==> config.mk <==
export PLATFORM = sky130hd
export DESIGN_NAME = rca_pipe
export DESIGN_NICKNAME = d
export VERILOG_FILES = /design/src/rtl/rca_pipe.sv
export SDC_FILE = /design/constraint.sdc
export NUM_CORES = 1
export LEC_CHECK = 0
export BUFFER_PORTS_ARGS = -buffer_cell sky130_fd_sc_hd__buf_2
export CAP_MARGIN = 20
export CORE_ASPECT_RATIO = 1.75
export CORE_MARGIN = 3
export CORE_UTILIZATION = 25
export DETAILED_ROUTE_END_ITERATION = 10
export PLACE_DENSITY_LB_ADDON = 0.2
export RECOVER_POWER = 25
export SLEW_MARGIN = 20
export SYNTH_ARGS = -nofsm -noshare
export SYNTH_HDL_FRONTEND = slang
export SYNTH_SLANG_ARGS = --single-unit
export TNS_END_PERCENT = 20
==> constraint.sdc <==
create_clock -name clk -period 2.8 [get_ports clk]
set_input_delay 0.84 -clock clk [delete_from_list [all_inputs] [get_ports clk]]
set_output_delay 0.84 -clock clk [all_outputs]
set_load 0.01 [all_outputs]
==> src/rtl/rca_pipe.sv <==
`default_nettype none
// +--------------------------------------------------------------------------+
// | Module      : rca_pipe                                                   |
// | Description : Parametrised pipelined ripple-carry adder/subtractor.      |
// |               N-bit operands are resolved W bits per stage; the slice    |
// |               carry is registered between stages, so latency is N/W.     |
// |               Valid/ready handshake on both sides, single global stall.  |
// | Option      : define RCA_PIPE_SAT_EN to clamp the sum on signed          |
// |               overflow (0111..1 / 1000..0) at the last stage register.   |
// | Ports       : clk, rst_n (sync, active-low)                              |
// |               in_valid/in_ready, a, b, cin, sub  - operand side          |
// |               out_valid/out_ready, sum, cout, ovf - result side          |
// | Revision    : 1.0 - initial release                                      |
// +--------------------------------------------------------------------------+
module rca_pipe #(
  parameter int N = 16,
  parameter int W = 4
) (
  input  logic         clk,
  input  logic         rst_n,
  input  logic         in_valid,
  output logic         in_ready,
  input  logic [N-1:0] a,
  input  logic [N-1:0] b,
  input  logic         cin,
  input  logic         sub,
  output logic         out_valid,
  input  logic         out_ready,
  output logic [N-1:0] sum,
  output logic         cout,
  output logic         ovf
);

  localparam int STAGES = N / W;

  // Per-stage state. r_a/r_b carry the effective operands (B already
  // inverted for subtraction) so later stages can consume their slice and
  // the last stage can form the signed-overflow flag from the MSBs.
  logic [STAGES-1:0] r_vld;
  logic [STAGES-1:0] r_c;
  logic [N-1:0]      r_a [STAGES];
  logic [N-1:0]      r_b [STAGES];
  logic [N-1:0]      r_s [STAGES];
  logic              r_ovf;

  // Single global enable: the whole pipe moves unless the result is stuck.
  logic w_adv;
  assign w_adv = !r_vld[STAGES-1] | out_ready;

  for (genvar k = 0; k < STAGES; k++) begin : g_stage
    logic         w_v;
    logic         w_c;
    logic [N-1:0] w_a;
    logic [N-1:0] w_b;
    logic [N-1:0] w_s;
    logic [W:0]   w_add;
    logic [N-1:0] w_nxt;

    if (k == 0) begin : g_first
      // Subtraction is A + ~B + 1; cin is ignored in that mode.
      assign w_v = in_valid;
      assign w_a = a;
      assign w_b = sub ? ~b : b;
      assign w_s = '0;
      assign w_c = sub ? 1'b1 : cin;
    end else begin : g_next
      assign w_v = r_vld[k-1];
      assign w_a = r_a[k-1];
      assign w_b = r_b[k-1];
      assign w_s = r_s[k-1];
      assign w_c = r_c[k-1];
    end

    assign w_add = {1'b0, w_a[k*W +: W]} + {1'b0, w_b[k*W +: W]} + {{W{1'b0}}, w_c};

    // Lower slices pass through untouched; this stage fills in slice k.
    always_comb begin
      w_nxt              = w_s;
      w_nxt[k*W +: W]    = w_add[W-1:0];
    end

    always_ff @(posedge clk) begin
      if (!rst_n) begin
        r_vld[k] <= 1'b0;
        r_c[k]   <= 1'b0;
        r_a[k]   <= '0;
        r_b[k]   <= '0;
      end else if (w_adv) begin
        r_vld[k] <= w_v;
        if (w_v) begin
          r_c[k] <= w_add[W];
          r_a[k] <= w_a;
          r_b[k] <= w_b;
        end
      end
    end

    if (k == STAGES - 1) begin : g_last
      logic         w_ovf;
      logic [N-1:0] w_res;

      assign w_ovf = (w_a[N-1] == w_b[N-1]) & (w_nxt[N-1] != w_a[N-1]);

`ifdef RCA_PIPE_SAT_EN
      // Both operands share a sign on overflow; that sign picks the rail.
      always_comb begin
        w_res = w_nxt;
        if (w_ovf) begin
          w_res = w_a[N-1] ? {1'b1, {(N-1){1'b0}}} : {1'b0, {(N-1){1'b1}}};
        end
      end
`else
      assign w_res = w_nxt;
`endif

      always_ff @(posedge clk) begin
        if (!rst_n) begin
          r_s[k] <= '0;
          r_ovf  <= 1'b0;
        end else if (w_adv && w_v) begin
          r_s[k] <= w_res;
          r_ovf  <= w_ovf;
        end
      end
    end else begin : g_mid
      always_ff @(posedge clk) begin
        if (!rst_n) begin
          r_s[k] <= '0;
        end else if (w_adv && w_v) begin
          r_s[k] <= w_nxt;
        end
      end
    end
  end

  assign in_ready  = w_adv;
  assign out_valid = r_vld[STAGES-1];
  assign sum       = r_s[STAGES-1];
  assign cout      = r_c[STAGES-1];
  assign ovf       = r_ovf;

endmodule
`default_nettype wire

==> results of run 1 <==
-- cells in the mapped netlist, drive strengths merged --
library cell and count:
o311ai 1, fa 8, a21o 3, nand2b 2, inv 16, ha 12, a21oi 10, nand4 1
nor2b 5, dfxtp 9, xnor2 15, nand2 11, nor3 6, buf 8, nand3 8, clkbuf 4
and2 65, and3 6, o21ai 4, nor2 27, edfxtp 88, xor2 6, a211oi 2
-- kinds of logic (layout without fill, tap and decap cells) --
kind of cell | after synthesis | after routing | synth area share [%]
AND/OR/NAND/NOR | 131 | 131 | 17.2
flip-flops | 97 | 97 | 65.4
buffers and inverters | 28 | 94 | 3.27
adder cells (fa/ha/maj) | 20 | 20 | 7.18
AO/OA/AOI/OAI | 20 | 20 | 2.69
XOR/XNOR | 21 | 21 | 4.26
-- sequential cells by signal, summed over array words and instances, names as in the netlist --
signal / count
r_b: 24
out_valid: 1
r_s: 40
g_stage.w_v: 3
g_stage.w_c: 3
cout: 1
ovf: 1
r_a: 24
-- worst max-delay path, cell delays in order --
cell and delay [ns]:
sky130_fd_sc_hd__clkbuf_1 0.13, sky130_fd_sc_hd__nor2b_4 0.07, sky130_fd_sc_hd__inv_1 0.33, sky130_fd_sc_hd__buf_2 0.22
-- power groups by stage --
stage               Clock (mW)  Combinational (mW)  Sequential (mW)
CTS                       1.13               0.266             1.70
detailed placement           0               0.266             1.74
finish                    1.09               0.253             1.70
floorplan                    0               0.176             1.73
global route              1.19               0.293             1.71
global placement             0               0.263             1.73
-- through the flow --
| stage | hold WS, ns | util (%) | worst slack [ns] | cell area (sq um) |
|---|---|---|---|---|
| 3_3_place_gp | 0.480 | 28.6 | 0.355 | 4840 |
| 2_1_floorplan | 0.469 | - | 0.199 | 4320 |
| 6_report | 0.514 | 29.9 | 0.363 | 5070 |
| 4_1_cts | 0.511 | 30.2 | 0.497 | 5110 |
| 3_5_place_dp | 0.497 | 28.6 | 0.343 | 4840 |
| 5_1_grt | 0.531 | 29.9 | 0.285 | 5070 |
-- how the worst max path moves through the flow --
stage,to,slack [ns],startpoint,cells after the start
after CTS,in_ready,0.50,out_ready,4
after global placement,g_stage[1].w_c$_SDFFE_PN0P_,0.35,sub,9
after detailed placement,g_stage[1].w_c$_SDFFE_PN0P_,0.34,sub,9
after global routing,in_ready,0.28,out_ready,4
after floorplan,r_s[0][1]$_SDFFCE_PN0P_,0.20,sub,7
final,in_ready,0.36,out_ready,4
-- cell type report --
class | count | area, sq um
clock buffer | 11 | 233
clock inverter | 5 | 32.5
fill | 1741 | 11900
inverter | 16 | 60.1
multi-input combinational | 192 | 1340
sequential | 97 | 2820
tap | 227 | 284
timing repair buffer | 62 | 307
-- metal layers --
layer / GRT usage, % / share of wire (%) / up-vias
met5: 0 / 0 / -
li1: - / - / 1205
met4: 4.10 / 2.4 / 0
met3: 2.30 / 4.8 / 9
met1: 7.93 / 38 / 1052
met2: 13.9 / 54 / 48
==> impl_metrics.json, run 1 <==
{
  "outcome": "finished clean",
  "post_synthesis_cell_area_sq_um": 4320,
  "drt_wl_total_microns": 6820,
  "netlist.area_leader.share_pct": 61.2,
  "route.vias.total": 2314,
  "grt_setup_unrepaired": "no",
  "design.core.area_sq_um": 16900,
  "power.sequential.fraction_pct": 55.9,
  "grt_start_max_net_pins": 29,
  "port_buffers": 57,
  "timing.final.hold_violations": 0,
  "setup.worst_path.end_class": "output port",
  "synth.ff_latch_count": 97,
  "dp_hpwl_microns": 5350,
  "clk_path_buf_depth": 2,
  "detailedRoute.firstPassIterationCount": 4,
  "cell_internal_pwr_mw": 2.38,
  "cts_made_buffers": 9,
  "timing.setup.tns_ns": 0,
  "layout.cells.most_common": "sky130_fd_sc_hd__edfxtp_1",
  "r2r_cells": 5,
  "floorplan.die_area_sq_um": 19000,
  "crit_type": "in2out",
  "finalCritPeriodShare_pct": 87.0,
  "synth_seq_area_share_pct": 65.4,
  "die_w_microns": 105,
  "hold_path_depth": 2,
  "slew_viol_final": 0,
  "synth.lib_cells_used.distinct": 29,
  "layoutNonFillerInstCount": 610,
  "syn_to_final_growth_pct": 17.5,
  "gp_congestion": 0.724,
  "post-synth-top-area-cell": "sky130_fd_sc_hd__edfxtp_1",
  "ctsHtreeMaxLevel": 3,
  "syn-instance-count": 317,
  "grt_pass1_wl_microns": 11500,
  "reg2reg_slack_ns": 0.83,
  "fin_worst_skew_ns": 0.00580,
  "dieHeight_microns": 180,
  "highest_clock_rate_ghz": 0.410,
  "global_route_total_usage_across_every_layer_pct": 7.73,
  "worst_pin_slew_ns": 0.719,
  "number_of_global_route_vias_before_repair": 2413,
  "final_cell_mix": "sky130_fd_sc_hd__edfxtp_1 (88), sky130_fd_sc_hd__and2_1 (53), sky130_fd_sc_hd__buf_2 (50)",
  "initial_antenna_violation_count": 0,
  "dpl.cell_count": 594,
  "hold_path_startpoint": "g_stage[2].w_v$_SDFFE_PN0N_",
  "worstPathArrival_ns": 1.60,
  "post_drt_wl_per_cell_microns": 11.2,
  "route.detailed.vias_per_inst": 3.79,
  "power-per-cell-area_nw_per_um2": 600,
  "regToRegEndpoint": "r_a[0][29]$_SDFFCE_PN0P_",
  "cp_max_fo": 16,
  "syn_area_per_cell_sq_um": 13.6,
  "initial_utilization_pct": 25.5,
  "cts.clk_slew.worst_paths_ns": 0.06,
  "ctsResizeCount": 0,
  "layout-drive-gt1-share_pct": 19.6,
  "antenna_cells_inserted": 0,
  "clock-sinks": 97,
  "post-route-min-period_ns": 2.44,
  "synthesis.yosys.warnings": 0,
  "cp.required_ns": 1.96,
  "critical_path.reg2reg.startpoint": "out_valid$_SDFFE_PN0N_",
  "vdd_ir_drop_max_uv": 252,
  "post-layout-total-power_mw": 3.05,
  "ant_nets": 0,
  "leakage_nw": 2.02,
  "max_slew_margin_pct": 52.0,
  "floorplan.io_pins": 58,
  "power.combinational.fraction_pct": 8.3,
  "fp-row-count": 63,
  "holdCritPathClass": "reg2reg",
  "hold_end": "g_stage[2].w_v$_SDFFE_PN0N_",
  "start_kind": "primary input",
  "synth_net_count": 375,
  "cts.repair_timing.setup_buffer_count": 0,
  "clock_insertion_delay_worst_skew_ns": 0.33,
  "timing.final.setup_violations": 0,
  "tritoncts": "done",
  "detailedRoute.firstIterationViolations": 68,
  "power.clock.fraction_pct": 35.8,
  "holdBufCountCts": 0,
  "synth.top_cells.by_area": "sky130_fd_sc_hd__edfxtp_1 (61%), sky130_fd_sc_hd__and2_1 (8.0%), sky130_fd_sc_hd__dfxtp_1 (4.2%)",
  "final_nets": 436,
  "p_switching_uw": 663,
  "global_route.overflow_total": 0,
  "cap_viol_max_count": 0,
  "p_sw_share_pct": 21.8,
  "cts_root_buffer": "sky130_fd_sc_hd__clkbuf_16",
  "route.detailed.drc": 0
}
(Power assumes the default switching activity.)
==> inputs of run 2 (changes only) <==
--- a/config.mk
+++ b/config.mk
@@ -5,6 +5,7 @@
 export SDC_FILE = /design/constraint.sdc
 export NUM_CORES = 1
 export LEC_CHECK = 0
+export ABC_CLOCK_PERIOD_IN_PS = 2800
 export BUFFER_PORTS_ARGS = -buffer_cell sky130_fd_sc_hd__buf_2
 export CAP_MARGIN = 20
 export CORE_ASPECT_RATIO = 1.75
@@ -13,6 +14,7 @@
 export DETAILED_ROUTE_END_ITERATION = 10
 export PLACE_DENSITY_LB_ADDON = 0.2
 export RECOVER_POWER = 25
+export REMOVE_ABC_BUFFERS = 1
 export SLEW_MARGIN = 20
 export SYNTH_ARGS = -nofsm -noshare
 export SYNTH_HDL_FRONTEND = slang
==> run 2 against run 1 <==
First-iteration DRC count fell by 2.9%. Maximum frequency rose by 0.37%. Sequential share of layout area decreased by 0.35 points. Cell count grew 0.16%. Critical path type unchanged.
==> impl_metrics.json, run 2 (synthesis gave the netlist of run 1 again) <==
{
  "outcome": "finished clean",
  "detailedRoute.firstIterationViolations": 66,
  "hold_ws_ns": 0.506,
  "reg.largest.list": "r_s: 40 flops, r_a: 24 flops, r_b: 24 flops",
  "post-route-min-period_ns": 2.43,
  "ctsResizeCount": 0,
  "route.vias.total": 2328,
  "clk_path_buf_depth": 2,
  "syn_to_final_growth_pct": 18.3,
  "dpl.cell_count": 595,
  "power-per-cell-area_nw_per_um2": 615,
  "timing.final.hold_violations": 0,
  "ctsHtreeMaxLevel": 3,
  "cts_made_buffers": 9,
  "grtUsageMet2_pct": 14.7,
  "holdBufCountCts": 0,
  "final_nets": 437,
  "fin_worst_skew_ns": 0.00887,
  "timing.setup.tns_ns": 0,
  "cts.repair_timing.setup_buffer_count": 0,
  "worst_pin_slew_ns": 0.841,
  "cp_max_fo": 16,
  "grt_start_max_net_pins": 29,
  "global_route.overflow_total": 0,
  "critical_path.reg2reg.startpoint": "out_valid$_SDFFE_PN0N_",
  "setup.worst_path.end_class": "output port",
  "route.detailed.drc": 0,
  "cap_viol_max_count": 0,
  "number_of_global_route_vias_before_repair": 2402,
  "hold_path_startpoint": "ovf$_SDFFE_PN0P_",
  "start_kind": "primary input",
  "fin_ws_ns": 0.372,
  "reg2reg_slack_ns": 0.74,
  "r2r_cells": 5,
  "route.detailed.vias_per_inst": 3.81,
  "global_route_total_usage_across_every_layer_pct": 7.80,
  "highest_clock_rate_ghz": 0.412,
  "drt_wl_total_microns": 6900,
  "regToRegEndpoint": "r_s[3][9]$_SDFFCE_PN0P_",
  "design.core.area_sq_um": 16900,
  "grtUsageMet1_pct": 7.62,
  "max_slew_margin_pct": 44.0,
  "hold_path_depth": 2,
  "layoutNonFillerInstCount": 611,
  "leakage_nw": 2.04,
  "largest_reg_flops": 40,
  "grt_busiest_layer": "met2",
  "initial_utilization_pct": 25.5,
  "dieHeight_microns": 180,
  "slew_viol_final": 0,
  "grt_setup_unrepaired": "no",
  "post_drt_wl_per_cell_microns": 11.3,
  "layout-drive-gt1-share_pct": 19.5,
  "tritoncts": "done",
  "final_cell_mix": "sky130_fd_sc_hd__edfxtp_1 (88), sky130_fd_sc_hd__and2_1 (52), sky130_fd_sc_hd__buf_2 (49)",
  "port_buffers": 57,
  "clock-sinks": 97,
  "crit_type": "in2out",
  "floorplan.io_pins": 58,
  "die_w_microns": 105,
  "largest_register_by_flop_count": "r_s",
  "dp_hpwl_microns": 5540,
  "gp_congestion": 0.686,
  "timing.final.setup_violations": 0,
  "clock_insertion_delay_worst_skew_ns": 0.33,
  "detailedRoute.firstPassIterationCount": 4,
  "hold_end": "ovf$_SDFFE_PN0P_",
  "finalCritPeriodShare_pct": 86.7,
  "cts_root_buffer": "sky130_fd_sc_hd__clkbuf_16",
  "dpl_worst_slack_ns": 0.222,
  "grt_pass1_wl_microns": 11700,
  "initial_antenna_violation_count": 0,
  "worstPathArrival_ns": 1.59,
  "ant_nets": 0,
  "layout.cells.most_common": "sky130_fd_sc_hd__edfxtp_1",
  "cp.required_ns": 1.96,
  "holdCritPathClass": "reg2reg",
  "floorplan.die_area_sq_um": 19000,
  "fp-row-count": 63,
  "cts.clk_slew.worst_paths_ns": 0.06,
  "vdd_ir_drop_max_uv": 239,
  "antenna_cells_inserted": 0,
  "global_route.usage.met3_pct": 2.34
}
==> run 2: worst max-delay path by stage <==
stage | start | to | slack [ns] | cells after the start
final | out_ready | in_ready | 0.37 | 4
after detailed placement | sub | g_stage[1].w_c$_SDFFE_PN0P_ | 0.22 | 9
after floorplan | b[0] | r_s[0][1]$_SDFFCE_PN0P_ | 0.59 | 5
after CTS | out_ready | in_ready | 0.51 | 4
after global placement | sub | g_stage[1].w_c$_SDFFE_PN0P_ | 0.30 | 9
after global routing | out_ready | in_ready | 0.28 | 4
==> run 2: critical path, stage by stage <==
cell and delay [ns]:
sky130_fd_sc_hd__clkbuf_1 0.13, sky130_fd_sc_hd__nor2b_4 0.07, sky130_fd_sc_hd__inv_1 0.33, sky130_fd_sc_hd__buf_2 0.22
==> run 2: through the flow <==
step	power (mW)	util (%)	cell area, sq um
2_1_floorplan	1.90	-	4240
3_3_place_gp	2.00	28.6	4850
3_5_place_dp	2.00	28.6	4850
4_1_cts	3.21	30.4	5150
5_1_grt	3.31	30.1	5110
6_report	3.14	30.1	5110
==> run 2: cell type report <==
| cell class | instances | area, sq um |
|---|---|---|
| fillers | 1768 | 11800 |
| flip-flops and latches | 97 | 2820 |
| multi-input cells | 192 | 1330 |
| repair buffers | 63 | 313 |
| well taps | 227 | 284 |
| clock buffers | 9 | 225 |
| clock inverters | 7 | 68.8 |
| inverters | 16 | 60.1 |
==> run 2: routing by layer <==
layer / vias to the layer above / wire (microns)
met1: 1077 / 2520
met5: - / 0
li1: 1201 / -
met2: 45 / 3920
met4: 0 / 119
met3: 5 / 341
==> run 2: power breakdown <==
group          internal (mW)  leakage, nW  switching [mW]
combinational          0.110        0.880           0.145
clock                  0.690        0.143           0.494
sequential              1.67         1.01          0.0256
==> inputs of run 3 (changes only) <==
--- a/config.mk
+++ b/config.mk
@@ -8,6 +8,8 @@
 export ABC_CLOCK_PERIOD_IN_PS = 2800
 export BUFFER_PORTS_ARGS = -buffer_cell sky130_fd_sc_hd__buf_2
 export CAP_MARGIN = 20
+export CELL_PAD_IN_SITES_DETAIL_PLACEMENT = 1
+export CELL_PAD_IN_SITES_GLOBAL_PLACEMENT = 1
 export CORE_ASPECT_RATIO = 1.75
 export CORE_MARGIN = 3
 export CORE_UTILIZATION = 25
==> run 3 against run 2 <==
Cell area is 0.24% lower. Sequential cell count stayed put. Sequential share of layout area is 0.14 points higher. Critical path type unchanged.
==> impl_metrics.json, run 3 (synthesis gave the netlist of run 1 again) <==
{
  "number_of_global_route_vias_before_repair": 2578,
  "cts.clk_slew.worst_paths_ns": 0.06,
  "detailedRoute.firstPassIterationCount": 3,
  "drt_wl_total_microns": 7420,
  "reg.largest.list": "r_s: 40 flops, r_a: 24 flops, r_b: 24 flops",
  "layout.filler_cells": 1849,
  "post-layout-total-power_mw": 3.16,
  "timing.final.hold_violations": 0,
  "hold_path_depth": 2,
  "fin_ws_ns": 0.487,
  "initial_utilization_pct": 25.5,
  "global_route_total_usage_across_every_layer_pct": 8.05,
  "die_w_microns": 105,
  "syn_to_final_growth_pct": 18.0,
  "cts_made_buffers": 9,
  "holdBufCountCts": 0,
  "vdd_ir_drop_max_uv": 383,
  "fin_worst_skew_ns": 0.0106,
  "slew_viol_final": 0,
  "final_nets": 437,
  "final_cell_mix": "sky130_fd_sc_hd__edfxtp_1 (88), sky130_fd_sc_hd__and2_1 (50), sky130_fd_sc_hd__buf_2 (38)",
  "setup.worst_path.end_class": "output port",
  "clk_path_buf_depth": 2,
  "largest_reg_flops": 40,
  "floorplan.io_pins": 58,
  "grt_start_max_net_pins": 29,
  "clock-sinks": 97,
  "port_buffers": 57,
  "fp-row-count": 63,
  "ctsResizeCount": 0,
  "regToRegEndpoint": "g_stage[2].w_c$_SDFFE_PN0P_",
  "grt_pass1_wl_microns": 12100,
  "post-route-min-period_ns": 2.31,
  "tritoncts": "done",
  "highest_clock_rate_ghz": 0.432,
  "start_kind": "primary input",
  "critPathLaunch": "out_ready",
  "finalCritPeriodShare_pct": 82.6,
  "holdCritPathClass": "reg2reg",
  "grt_setup_unrepaired": "no",
  "dieHeight_microns": 180,
  "cp.required_ns": 1.96,
  "ant_nets": 0,
  "critical_path.reg2reg.startpoint": "g_stage[1].w_c$_SDFFE_PN0P_",
  "worstPathArrival_ns": 1.47,
  "hold_path_startpoint": "ovf$_SDFFE_PN0P_",
  "timing.setup.tns_ns": 0,
  "route.detailed.vias_per_inst": 3.85,
  "detailedRoute.firstIterationViolations": 43,
  "layout.cells.most_common": "sky130_fd_sc_hd__edfxtp_1",
  "hold_end": "ovf$_SDFFE_PN0P_",
  "cp_max_fo": 16,
  "route.detailed.drc": 0,
  "r2r_cells": 7,
  "design.core.area_sq_um": 16900,
  "dpl_worst_slack_ns": 0.246,
  "largest_register_by_flop_count": "r_s",
  "outcome": "finished clean",
  "cap_viol_max_count": 0,
  "post_drt_wl_per_cell_microns": 12.1,
  "worst_pin_slew_ns": 0.801,
  "reg2reg_slack_ns": 0.92,
  "global_route.overflow_total": 0,
  "floorplan.die_area_sq_um": 19000,
  "initial_antenna_violation_count": 0,
  "leakage_nw": 2.00,
  "timing.final.setup_violations": 0,
  "power-per-cell-area_nw_per_um2": 621,
  "cts.repair_timing.setup_buffer_count": 0,
  "dp_hpwl_microns": 5860,
  "clock_insertion_delay_worst_skew_ns": 0.33,
  "ctsHtreeMaxLevel": 3,
  "cts_root_buffer": "sky130_fd_sc_hd__clkbuf_16",
  "antenna_cells_inserted": 0,
  "gp_congestion": 0.699,
  "crit_type": "in2out",
  "layout-drive-gt1-share_pct": 16.7,
  "route.vias.total": 2354,
  "max_slew_margin_pct": 46.6
}
run 3: cell count changes in the layout (fill, tap and decap cells not counted), sizes merged:
cell / change
buf: -10
clkbuf: +10
clkinv: -1
inv: +1
run 3: how the worst max path moves through the flow:
stage	slack (ns)	endpoint	depth (start not counted)
2_1_floorplan	0.59	r_s[0][1]$_SDFFCE_PN0P_	5
3_3_place_gp	0.30	g_stage[1].w_c$_SDFFE_PN0P_	9
5_1_grt	0.43	r_s[0][3]$_SDFFCE_PN0P_	4
3_5_place_dp	0.25	g_stage[1].w_c$_SDFFE_PN0P_	9
6_report	0.49	in_ready	4
4_1_cts	0.47	in_ready	4
run 3: critical path: stages:
cell,delay (ns)
sky130_fd_sc_hd__buf_2,0.12
sky130_fd_sc_hd__nor2b_4,0.17
sky130_fd_sc_hd__inv_2,0.16
sky130_fd_sc_hd__buf_2,0.18
run 3: cell type report:
| class | instances | area [sq um] | share of cell area [%] |
|---|---|---|---|
| Clock buffer | 9 | 225 | 4.42 |
| Clock inverter | 7 | 68.8 | 1.35 |
| Multi-Input combinational cell | 192 | 1330 | 26.1 |
| Sequential cell | 97 | 2820 | 55.4 |
| Timing Repair Buffer | 63 | 303 | 5.94 |
| Inverter | 16 | 60.1 | 1.18 |
| Tap cell | 227 | 284 | 5.57 |
run 3: stage by stage:
step                      std cells  hold WS, ns  area, sq um  util, %
final                           611        0.496         5090     30.1
after global routing            611        0.536         5090     30.1
after CTS                       611        0.505         5150     30.4
after detailed placement        595        0.490         4850     28.6
after global placement          595        0.474         4850     28.6
after floorplan                 305        0.469         4240        -
run 3: metal layers:
metal / track usage (%) / vias up / wire [microns]
li1: - / 1202 / -
met1: 7.39 / 1095 / 2750
met2: 15.8 / 48 / 4230
met3: 2.01 / 9 / 281
met4: 3.94 / 0 / 155
met5: 0 / - / 0
run 3: power by group:
part	switching, mW	internal, mW
Clock	0.510	0.692
Sequential	0.0265	1.67
Combinational	0.149	0.110
Total	0.686	2.48
